## src/rtl/div_pkg.sv

```systemverilog
// Shared definitions for the sequential divider: state encoding and counter sizing.
package div_pkg;

  localparam logic [1:0] ST_IDLE = 2'd0;
  localparam logic [1:0] ST_CALC = 2'd1;
  localparam logic [1:0] ST_DONE = 2'd2;

  // Bits needed to hold values 0..v-1.
  function automatic int unsigned clog2(input int unsigned v);
    int unsigned r;
    int unsigned x;
    r = 0;
    x = v - 1;
    while (x > 0) begin
      r++;
      x = x >> 1;
    end
    return r;
  endfunction

endpackage

```

## src/rtl/sub_cla.sv

```systemverilog
// Carry-lookahead subtractor: diff = a - b computed as a + ~b + 1; borrow set when a < b.
module sub_cla #(
  parameter int unsigned WIDTH = 9
) (
  input  logic [WIDTH-1:0] a,
  input  logic [WIDTH-1:0] b,
  output logic [WIDTH-1:0] diff,
  output logic             borrow
);

  logic [WIDTH-1:0] g;
  logic [WIDTH-1:0] p;
  logic [WIDTH:0]   c;

  assign g = a & ~b;
  assign p = a ^ ~b;

  // Each carry expanded directly from generate/propagate terms and the +1 carry-in.
  always_comb begin
    logic acc;
    logic pp;
    c    = '0;
    acc  = 1'b0;
    pp   = 1'b1;
    c[0] = 1'b1;
    for (int i = 1; i <= int'(WIDTH); i++) begin
      acc = 1'b0;
      pp  = 1'b1;
      for (int j = i - 1; j >= 0; j--) begin
        acc = acc | (pp & g[j]);
        pp  = pp & p[j];
      end
      c[i] = acc | pp;
    end
  end

  assign diff   = p ^ c[WIDTH-1:0];
  assign borrow = ~c[WIDTH];

endmodule

```

## src/rtl/seq_div_8bit.sv

```systemverilog
// Multi-cycle unsigned restoring divider, one quotient bit per clock.
module seq_div_8bit
  import div_pkg::*;
#(
  parameter int unsigned DATA_WIDTH = 8
) (
  input  logic                  clk,
  input  logic                  rst_n,
  input  logic                  start,
  input  logic [DATA_WIDTH-1:0] dividend,
  input  logic [DATA_WIDTH-1:0] divisor,
  output logic                  busy,
  output logic                  done,
  output logic [DATA_WIDTH-1:0] quotient,
  output logic [DATA_WIDTH-1:0] remainder,
  output logic                  div_by_zero
);

  localparam int unsigned W     = DATA_WIDTH;
  localparam int unsigned CNT_W = clog2(DATA_WIDTH);

  logic [1:0]       state;
  logic [1:0]       state_nxt;
  logic [W-1:0]     dvd;
  logic [W-1:0]     dsr;
  logic [W-1:0]     rem;
  logic [CNT_W-1:0] cnt;

  logic             accept_c;
  logic             zero_dsr_c;
  logic [W:0]       trial_a;
  logic [W:0]       trial_b;
  logic [W:0]       trial_diff;
  logic             trial_borrow;
  logic             q_bit;
  logic [W-1:0]     rem_nxt;
  logic [W-1:0]     dvd_nxt;

  assign accept_c   = start && (state != ST_CALC);
  assign zero_dsr_c = (divisor == '0);

  // State register.
  always_ff @(posedge clk or negedge rst_n) begin
    if (!rst_n) state <= ST_IDLE;
    else        state <= state_nxt;
  end

  // Next-state logic; a start in DONE is taken directly so back-to-back runs have no gap.
  always_comb begin
    state_nxt = state;
    case (state)
      ST_IDLE: if (start) state_nxt = zero_dsr_c ? ST_DONE : ST_CALC;
      ST_CALC: if (cnt == '0) state_nxt = ST_DONE;
      ST_DONE: begin
        if (start) state_nxt = zero_dsr_c ? ST_DONE : ST_CALC;
        else       state_nxt = ST_IDLE;
      end
      default: state_nxt = ST_IDLE;
    endcase
  end

  // Status decoded straight from the state flops.
  always_comb begin
    busy = 1'b0;
    done = 1'b0;
    busy = (state == ST_CALC);
    done = (state == ST_DONE);
  end

  sub_cla #(
    .WIDTH (W + 1)
  ) u_sub (
    .a      (trial_a),
    .b      (trial_b),
    .diff   (trial_diff),
    .borrow (trial_borrow)
  );

  // One restoring step: shift in the next dividend bit, keep the difference if it fits.
  // The partial remainder stays below the divisor, so a fitting trial never sets its top bit;
  // folding that bit into the decision keeps the step self-consistent.
  always_comb begin
    trial_a = {rem, dvd[W-1]};
    trial_b = {1'b0, dsr};
    q_bit   = ~(trial_borrow | trial_diff[W]);
    rem_nxt = q_bit ? trial_diff[W-1:0] : trial_a[W-1:0];
    dvd_nxt = {dvd[W-2:0], q_bit};
  end

  // Operand capture, iteration and result registers.
  always_ff @(posedge clk or negedge rst_n) begin
    if (!rst_n) begin
      dvd         <= '0;
      dsr         <= '0;
      rem         <= '0;
      cnt         <= '0;
      quotient    <= '0;
      remainder   <= '0;
      div_by_zero <= 1'b0;
    end else if (accept_c) begin
      if (zero_dsr_c) begin
        quotient    <= '1;
        remainder   <= dividend;
        div_by_zero <= 1'b1;
      end else begin
        dvd         <= dividend;
        dsr         <= divisor;
        rem         <= '0;
        cnt         <= CNT_W'(W - 1);
        div_by_zero <= 1'b0;
      end
    end else if (state == ST_CALC) begin
      dvd <= dvd_nxt;
      rem <= rem_nxt;
      cnt <= cnt - CNT_W'(1);
      if (cnt == '0) begin
        quotient  <= dvd_nxt;
        remainder <= rem_nxt;
      end
    end
  end

endmodule

```

## config.mk

```make
export PLATFORM = sky130hd
export DESIGN_NAME = seq_div_8bit
export DESIGN_NICKNAME = d
export VERILOG_FILES = /design/src/rtl/div_pkg.sv /design/src/rtl/sub_cla.sv /design/src/rtl/seq_div_8bit.sv
export SDC_FILE = /design/constraint.sdc
export NUM_CORES = 1
export LEC_CHECK = 0
export BUFFER_PORTS_ARGS = -buffer_cell sky130_fd_sc_hd__buf_2
export CAP_MARGIN = 15
export CORE_UTILIZATION = 40
export DETAILED_ROUTE_END_ITERATION = 6
export HOLD_SLACK_MARGIN = 0.03
export PLACE_DENSITY = 0.6
export SLEW_MARGIN = 20
export SYNTH_ARGS = -nofsm -noshare
export SYNTH_HDL_FRONTEND = slang
export SYNTH_HIERARCHICAL = 1
export SYNTH_SLANG_ARGS = --single-unit
```

## constraint.sdc

```tcl
create_clock -name clk -period 6.7 [get_ports clk]
set_clock_uncertainty 0.05 [all_clocks]
set_input_delay 0.335 -clock clk [delete_from_list [all_inputs] [get_ports clk]]
set_output_delay 0.335 -clock clk [all_outputs]
set_load 0.02 [all_outputs]
```

==> metrics.cfg, run 1 <==
[cts]
cts_buffer_depth = 2
cts_buffers = 5
cts.sink_count = 46
htreeDepth = 2
cts_tree = done
insertion_delay_ns = 0.29
clk_pin_slew_worst_paths_ns = 0.08
clockRootBuffer = clkbuf_8

[synthesis]
synth.mux.area_fraction = 0.0528
avgSynthCellArea_sq_um = 9.74
postSynthCellCount = 282
yosys_warnings = 6
synth_top_family_by_area = compound AO/OA/AOI/OAI gates
yosys.area_share.simple = 0.192
yosys.area_share.adder = 0.0592
synth_xor_xnor_area_share = 0.0191
ys_types = 50
synthFlopType = dfrtp_1
synth_edf_count = 0
synth_compound_area_frac = 0.201
synth-seq-cells = 46
ys_seq_area_frac = 0.419
synth_async_sr_flop_share = 1.00
syn-num-nets = 314
synthesis.area_sq_mm = 0.00275

[drt]
firstDrtPassIters = 6
routed_wl_microns = 6410
drcViolationCount = 4
dr.first_iter.drc_count = 109
avgRoutedWirePerCell_microns = 16.5
ant_nets = 0
via_count = 2209
via_per_inst = 5.68

[timing]
setup_ws_ns = 3.78
post-route-period-util = 0.437
final.setup.tns_ns = 0
max_freq_ghz = 0.342
drv_slew = 0
rsz0062_at_grt = false
worst_pin_slew_ns = 0.764
slew_headroom = 0.489
setup_viol = 0
final-hold-violation-count = 0
fin_crit_ns = 2.92

[power]
p_sw_frac = 0.431
finalPower_mw = 1.37
p_leak_nw = 1.45
ir_drop_v = 0.000172
switchingPower_mw = 0.592
seq_power_share = 0.349
p_int_mw = 0.780
pwr-share-comb = 0.534
clkPwrFrac = 0.117
power_density_mw_per_mm2 = 448

[finish]
layout-drive-gt1-share = 0.231
final_cell_mix = 46 x dfrtp_1, 36 x buf_2, 27 x nor2_1
multi_input_area_sq_mm = 0.00144
n_antenna_cell = 0
fill_cells = 595
seqCellArea_sq_mm = 0.00115
fin_nets = 344
syn_to_final_growth_pct = 11.6
final_common_cell = dfrtp_1

[run_status]
outcome = finished with violations
violations = DRC

[setup_path]
arrival_ns = 3.02
critPathBufInv = 1
slowest_delay_ns = 0.53
crit_family = simple AND/OR/NAND/NOR gates
critPathSlowestCell = or4b_1
crit_chain = inv_1 > ha_1 > nor3_2 > or4b_1 > nand3_2 > xor2_1 > nor2_1 > mux2i_1 > o221ai_1
cp-start-kind = flip-flop
crit_required_ns = 6.79
endpoint_kind = flip-flop
cp_max_fo = 10
critical_path_class = flip-flop to flip-flop

[placed_design]
pre_cts_slack_ns = 3.78
dpl.hpwl_microns = 4600
place_congestion = 0.890
io_buffers = 37

[floorplanning]
dieWidth_microns = 84.9
fp.dieH_microns = 84.9
design.core.area_sq_mm = 0.00649
start_util = 0.423
num_rows = 29
ios = 38
die-area_sq_mm = 0.00720

[global_route]
grt_antenna_before_repair = 0
grt_pass1_wl_microns = 11000
grt_usage = 0.195
grt_overflow = 0
grt_max_degree = 52
first_global_vias = 2162

[job]
cap_violations = 0

[worst_hold_path]
hp-class = primary input to flip-flop

power by group through the flow:
stage               Sequential, mW  Combinational [mW]  Clock (mW)
finish                       0.479               0.732       0.161
global route                 0.497               0.817       0.177
CTS                          0.479               0.732       0.166
detailed placement           0.484               0.727           0
global placement             0.481               0.729           0
floorplan                    0.507               0.541           0
worst register-to-register path: cells and delay by family, from the launching register on:
family / cells / cell delay, ns
buf+inv: 1 / 0.07
simple gates: 4 / 0.98
xor+xnor: 1 / 0.47
flops: 1 / 0.42
mux: 1 / 0.29
compound gates: 1 / 0.16
fa+ha+maj: 1 / 0.33
final timing paths:
| path | depth (start not counted) | slack, ns | from | endpoint |
|---|---|---|---|---|
| max | 9 | 3.78 | dvd[7]$_DFFE_PN0P_ | remainder[2]$_DFFE_PN0P_ |
| min | 2 | 0.24 | dividend[5] | remainder[5]$_DFFE_PN0P_ |
| max reg2reg | 9 | 3.78 | dvd[7]$_DFFE_PN0P_ | remainder[2]$_DFFE_PN0P_ |
| min reg2reg | 2 | 0.46 | div_by_zero$_DFFE_PN0P_ | div_by_zero$_DFFE_PN0P_ |
| max in group asynchronous | 2 | 5.67 | rst_n | rem[4]$_DFFE_PN0P_ |
| min in group asynchronous | 2 | 0.53 | rst_n | rem[6]$_DFFE_PN0P_ |
layout make-up:
class,count,area share
multi-input combinational,198,0.471
sequential,46,0.376
tap,77,0.0314
clock buffer,5,0.0224
clock inverter,2,0.00327
timing repair buffer,41,0.0718
inverter,20,0.0245
stage by stage:
| stage | hold slack, ns | utilization | cells | area (sq um) |
|---|---|---|---|---|
| finish | 0.235 | 0.472 | 389 | 3070 |
| CTS | 0.214 | 0.470 | 388 | 3050 |
| global route | 0.244 | 0.472 | 389 | 3070 |
| detailed placement | 0.444 | 0.458 | 381 | 2970 |
| global placement | 0.428 | 0.458 | 381 | 2970 |
| floorplan | -0.0106 | - | 282 | 2750 |
state kept, by name (all words and copies together), names as in the netlist:
name and count:
rem 8, cnt 3, dsr 8, quotient 8, state 2, div_by_zero 1, remainder 8, dvd 8
kinds of logic after synthesis:
kind of cell | after synthesis
other cells | 1
xor+xnor | 6
compound gates | 78
buf+inv | 38
flops | 46
simple gates | 89
fa+ha+maj | 13
mux | 11
cells in the mapped netlist, drive strengths merged (4+ instances only):
library cell	n	area share
nand2	7	0.0096
and3b	8	0.026
ha	13	0.059
and2	5	0.011
nor2	27	0.037
o22ai	5	0.011
a31o	4	0.013
mux2i	4	0.015
o211ai	9	0.030
buf	7	0.013
mux2	7	0.038
o21ai	10	0.020
o221ai	4	0.013
a31oi	8	0.018
clkbuf	11	0.015
or3b	4	0.013
a221o	4	0.015
xnor2	4	0.013
nand4	14	0.032
a21oi	22	0.040
inv	19	0.026
dfrtp	46	0.42
nand3	11	0.022
per-layer routing:
metal	vias up	GRT usage	wire, microns
li1	1104	-	-
met2	67	0.298	2840
met4	0	0.0508	54
met3	4	0.0302	307
met1	1034	0.291	3220
met5	-	0	0
timing repair:
| item | in CTS | in global routing |
|---|---|---|
| setup buffers | 0 | 0 |
| hold buffers | 0 | 1 |
| hold endpoints to repair | 0 | 6 |
| resized for setup | 0 | 0 |
No activity file was read; power rests on OpenSTA's default activity.
==> run 2, diff against run 1 <==
--- a/config.mk
+++ b/config.mk
@@ -5,6 +5,7 @@
 export SDC_FILE = /design/constraint.sdc
 export NUM_CORES = 1
 export LEC_CHECK = 0
+export ABC_AREA = 1
 export BUFFER_PORTS_ARGS = -buffer_cell sky130_fd_sc_hd__buf_2
 export CAP_MARGIN = 15
 export CORE_UTILIZATION = 40
==> constraint.sdc (replaced) <==
create_clock -name clk -period 2.9 [get_ports clk]
set_clock_uncertainty 0.05 [all_clocks]
set_input_delay 0.145 -clock clk [delete_from_list [all_inputs] [get_ports clk]]
set_output_delay 0.145 -clock clk [all_outputs]
set_load 0.02 [all_outputs]
==> metrics.cfg, run 2 <==
[run_status]
outcome = finished, final reports clean

[worst_hold_path]
min-delay-start = dividend[6]
min_path_cells = 5  ; +3
whs_endpoint = remainder[6]$_DFFE_PN0P_
hp-class = primary input to flip-flop

[finish]
multi_input_area_sq_mm = 0.00136  ; -5.9%
fin_nets = 465  ; +35%
layout-drive-gt1-share = 0.164  ; -0.0672
syn_to_final_growth_pct = 15.8
final_common_cell = nand2_1
fill_cells = 706  ; +19%
n_antenna_cell = 0  ; unchanged
fin_cells = 514  ; +32%
seqCellArea_sq_mm = 0.00115  ; unchanged
final_cell_mix = 173 x nand2_1, 46 x dfrtp_1, 42 x inv_1

[floorplanning]
dieWidth_microns = 85.4  ; +0.58%
start_util = 0.411  ; -0.0116
fp.dieH_microns = 85.4  ; +0.58%
design.core.area_sq_mm = 0.00676  ; +4.0%
num_rows = 30  ; +3.4%
ios = 38  ; unchanged
die-area_sq_mm = 0.00729  ; +1.2%

[timing]
max_freq_ghz = 0.411  ; +20%
setup_viol = 0  ; unchanged
final.setup.tns_ns = 0  ; unchanged
post-route-period-util = 0.839  ; +0.403
rsz0062_at_grt = false
slew_headroom = 0.605  ; +0.116
final-hold-violation-count = 0  ; unchanged
fin_crit_ns = 2.43  ; -0.491 ns
setup_ws_ns = 0.467  ; -3.31 ns
drv_slew = 0  ; unchanged
worst_pin_slew_ns = 0.592  ; -0.172 ns
holdWs_ns = 0.102  ; -0.133 ns

[global_route]
grt_usage = 0.193  ; -0.00233
grt_antenna_before_repair = 0  ; unchanged
grt_max_degree = 47  ; -9.6%
first_global_vias = 2345  ; +8.5%
grt_overflow = 0  ; unchanged
grt_pass1_wl_microns = 11000  ; +0.56%

[drt]
via_per_inst = 4.83  ; -15%
dr.first_iter.drc_count = 111  ; +1.8%
ant_nets = 0  ; unchanged
routed_wl_microns = 6350  ; -1.0%
via_count = 2481  ; +12%
avgRoutedWirePerCell_microns = 12.4  ; -25%
drcViolationCount = 0  ; -4
firstDrtPassIters = 4  ; -2

[power]
clkPwrFrac = 0.129  ; +0.012
seq_power_share = 0.287  ; -0.062
switchingPower_mw = 1.84  ; +210%
p_sw_frac = 0.484  ; +0.0529
pwr-share-comb = 0.584  ; +0.050
p_leak_nw = 1.92  ; +33%
finalPower_mw = 3.79  ; +180%
power_density_mw_per_mm2 = 1180  ; +160%
p_int_mw = 1.95  ; +150%
ir_drop_v = 0.000597  ; +250%

[cts]
cts_resized = 0  ; unchanged
cts_tree = done
cts_buffer_depth = 2  ; unchanged
cts_buffers = 5  ; unchanged
htreeDepth = 2  ; unchanged
clockRootBuffer = clkbuf_8
insertion_delay_ns = 0.30  ; about the same
cts_hold_buf = 9  ; +9
cts.sink_count = 46  ; unchanged
cts_setup_buffers = 0  ; unchanged
clk_pin_slew_worst_paths_ns = 0.09  ; about the same

[synthesis]
yosys_warnings = 6  ; unchanged
synth-seq-cells = 46  ; unchanged
ys_seq_area_frac = 0.414  ; -0.00490
synth.most_common_cell = nand2_1
syn-num-nets = 420  ; +34%
synth_edf_count = 0  ; unchanged
yosys.area.top_type_share = 0.414  ; -0.00490
yosys.area.top_type = dfrtp_1
synth_async_sr_flop_share = 1.00  ; unchanged
yosys-top-cells-count = 173 x nand2_1, 46 x dfrtp_1, 42 x inv_1
ys_top_cells_by_area = dfrtp_1 41%, nand2_1 23%, nand3_1 6.8%
synthFlopType = dfrtp_1
synthesis.area_sq_mm = 0.00278  ; +1.2%
avgSynthCellArea_sq_um = 7.17  ; -26%
ys_types = 27  ; -46%
postSynthCellCount = 388  ; +38%

[setup_path]
endpoint_kind = flip-flop
r2r_end = remainder[0]$_DFFE_PN0P_
crit_required_ns = 3.05  ; -3.74 ns
worstRegToRegCells = 16  ; +7
crit_cells = 16  ; +7
slowest_delay_ns = 0.44  ; -0.09 ns
cp_max_fo = 10  ; unchanged
crit_path_start = rem[2]$_DFFE_PN0P_
cp-start-kind = flip-flop
crit_top_cell = nand2_1
crit_chain = ha_1 > nand2_2 > nor2_4 > nand2_1 > nand2_2 > nand3_2 > nand3_1 > nand2_1 > nor2_2 > clkinv_1 > nand2_1 > nand2_1 > nand2_1 > nand2_1 > nand2_1 > nand2_1
r2r-start = rem[2]$_DFFE_PN0P_
critPathSlowestCell = ha_1
arrival_ns = 2.58  ; -0.44 ns
critical_path_class = flip-flop to flip-flop
crit_family = simple AND/OR/NAND/NOR gates
critPathBufInv = 1  ; unchanged
reg2reg_slack_ns = 0.47  ; -3.31 ns

[placed_design]
pre_cts_slack_ns = 0.494  ; -3.28 ns
dpl.hpwl_microns = 4660  ; +1.2%
io_buffers = 37  ; unchanged
dpl.cell_count = 497  ; +30%
place_congestion = 0.866  ; -2.8%

[job]
cap_violations = 0  ; unchanged

[run 2: logic make-up (layout without fill, tap and decap cells)]
kind of cell | Yosys count | after routing | share of synthesized area
xor+xnor | 5 | 5 | 0.0158
other cells | 1 | 1 | 0.00135
simple gates | 242 | 242 | 0.371
fa+ha+maj | 13 | 13 | 0.0585
buf+inv | 61 | 107 | 0.0972
flops | 46 | 46 | 0.414
compound gates | 20 | 20 | 0.0423
[run 2: worst max-delay path by stage]
stage	to	slack [ns]
3_3_place_gp	remainder[0]$_DFFE_PN0P_	0.54
3_5_place_dp	remainder[0]$_DFFE_PN0P_	0.49
5_1_grt	rem[7]$_DFFE_PN0P_	0.19
6_report	remainder[0]$_DFFE_PN0P_	0.47
4_1_cts	remainder[0]$_DFFE_PN0P_	0.48
2_1_floorplan	remainder[3]$_DFFE_PN0P_	0.60
[run 2: stage by stage]
| stage | util | area, sq um |
|---|---|---|
| 2_1_floorplan | - | 2780 |
| 3_3_place_gp | 0.446 | 3010 |
| 3_5_place_dp | 0.446 | 3010 |
| 4_1_cts | 0.476 | 3220 |
| 5_1_grt | 0.476 | 3220 |
| 6_report | 0.476 | 3220 |
[run 2: layer usage]
layer | track usage | wire length (microns) | vias to the layer above | part of all wire
met5 | 0 | 0 | - | 0
met4 | 0.0455 | 39 | 0 | 0.0061
met3 | 0.0321 | 249 | 5 | 0.039
met2 | 0.305 | 2870 | 50 | 0.45
met1 | 0.278 | 3190 | 1135 | 0.50
li1 | - | - | 1291 | -
[run 2: worst min-delay path, stage by stage]
cell and delay, ns:
buf_2 0.08, nand2_1 0.05, nand2_1 0.06, nand2_1 0.04, nand2_1 0.04
[run 2: area by class of cell]
class	instances	share of cell area
repair buffers	51	0.0980
inverters	48	0.0560
clock buffers	5	0.0214
well taps	80	0.0311
clock inverters	3	0.0136
multi-input cells	281	0.422
flip-flops and latches	46	0.358
[run 2: power groups by stage]
stage / Sequential (mW) / Combinational, mW / Clock [mW]
after floorplan: 1.18 / 1.60 / 0
after detailed placement: 1.10 / 2.21 / 0
after CTS: 1.09 / 2.23 / 0.506
after global placement: 1.10 / 2.19 / 0
final: 1.09 / 2.21 / 0.491
after global routing: 1.12 / 2.51 / 0.521
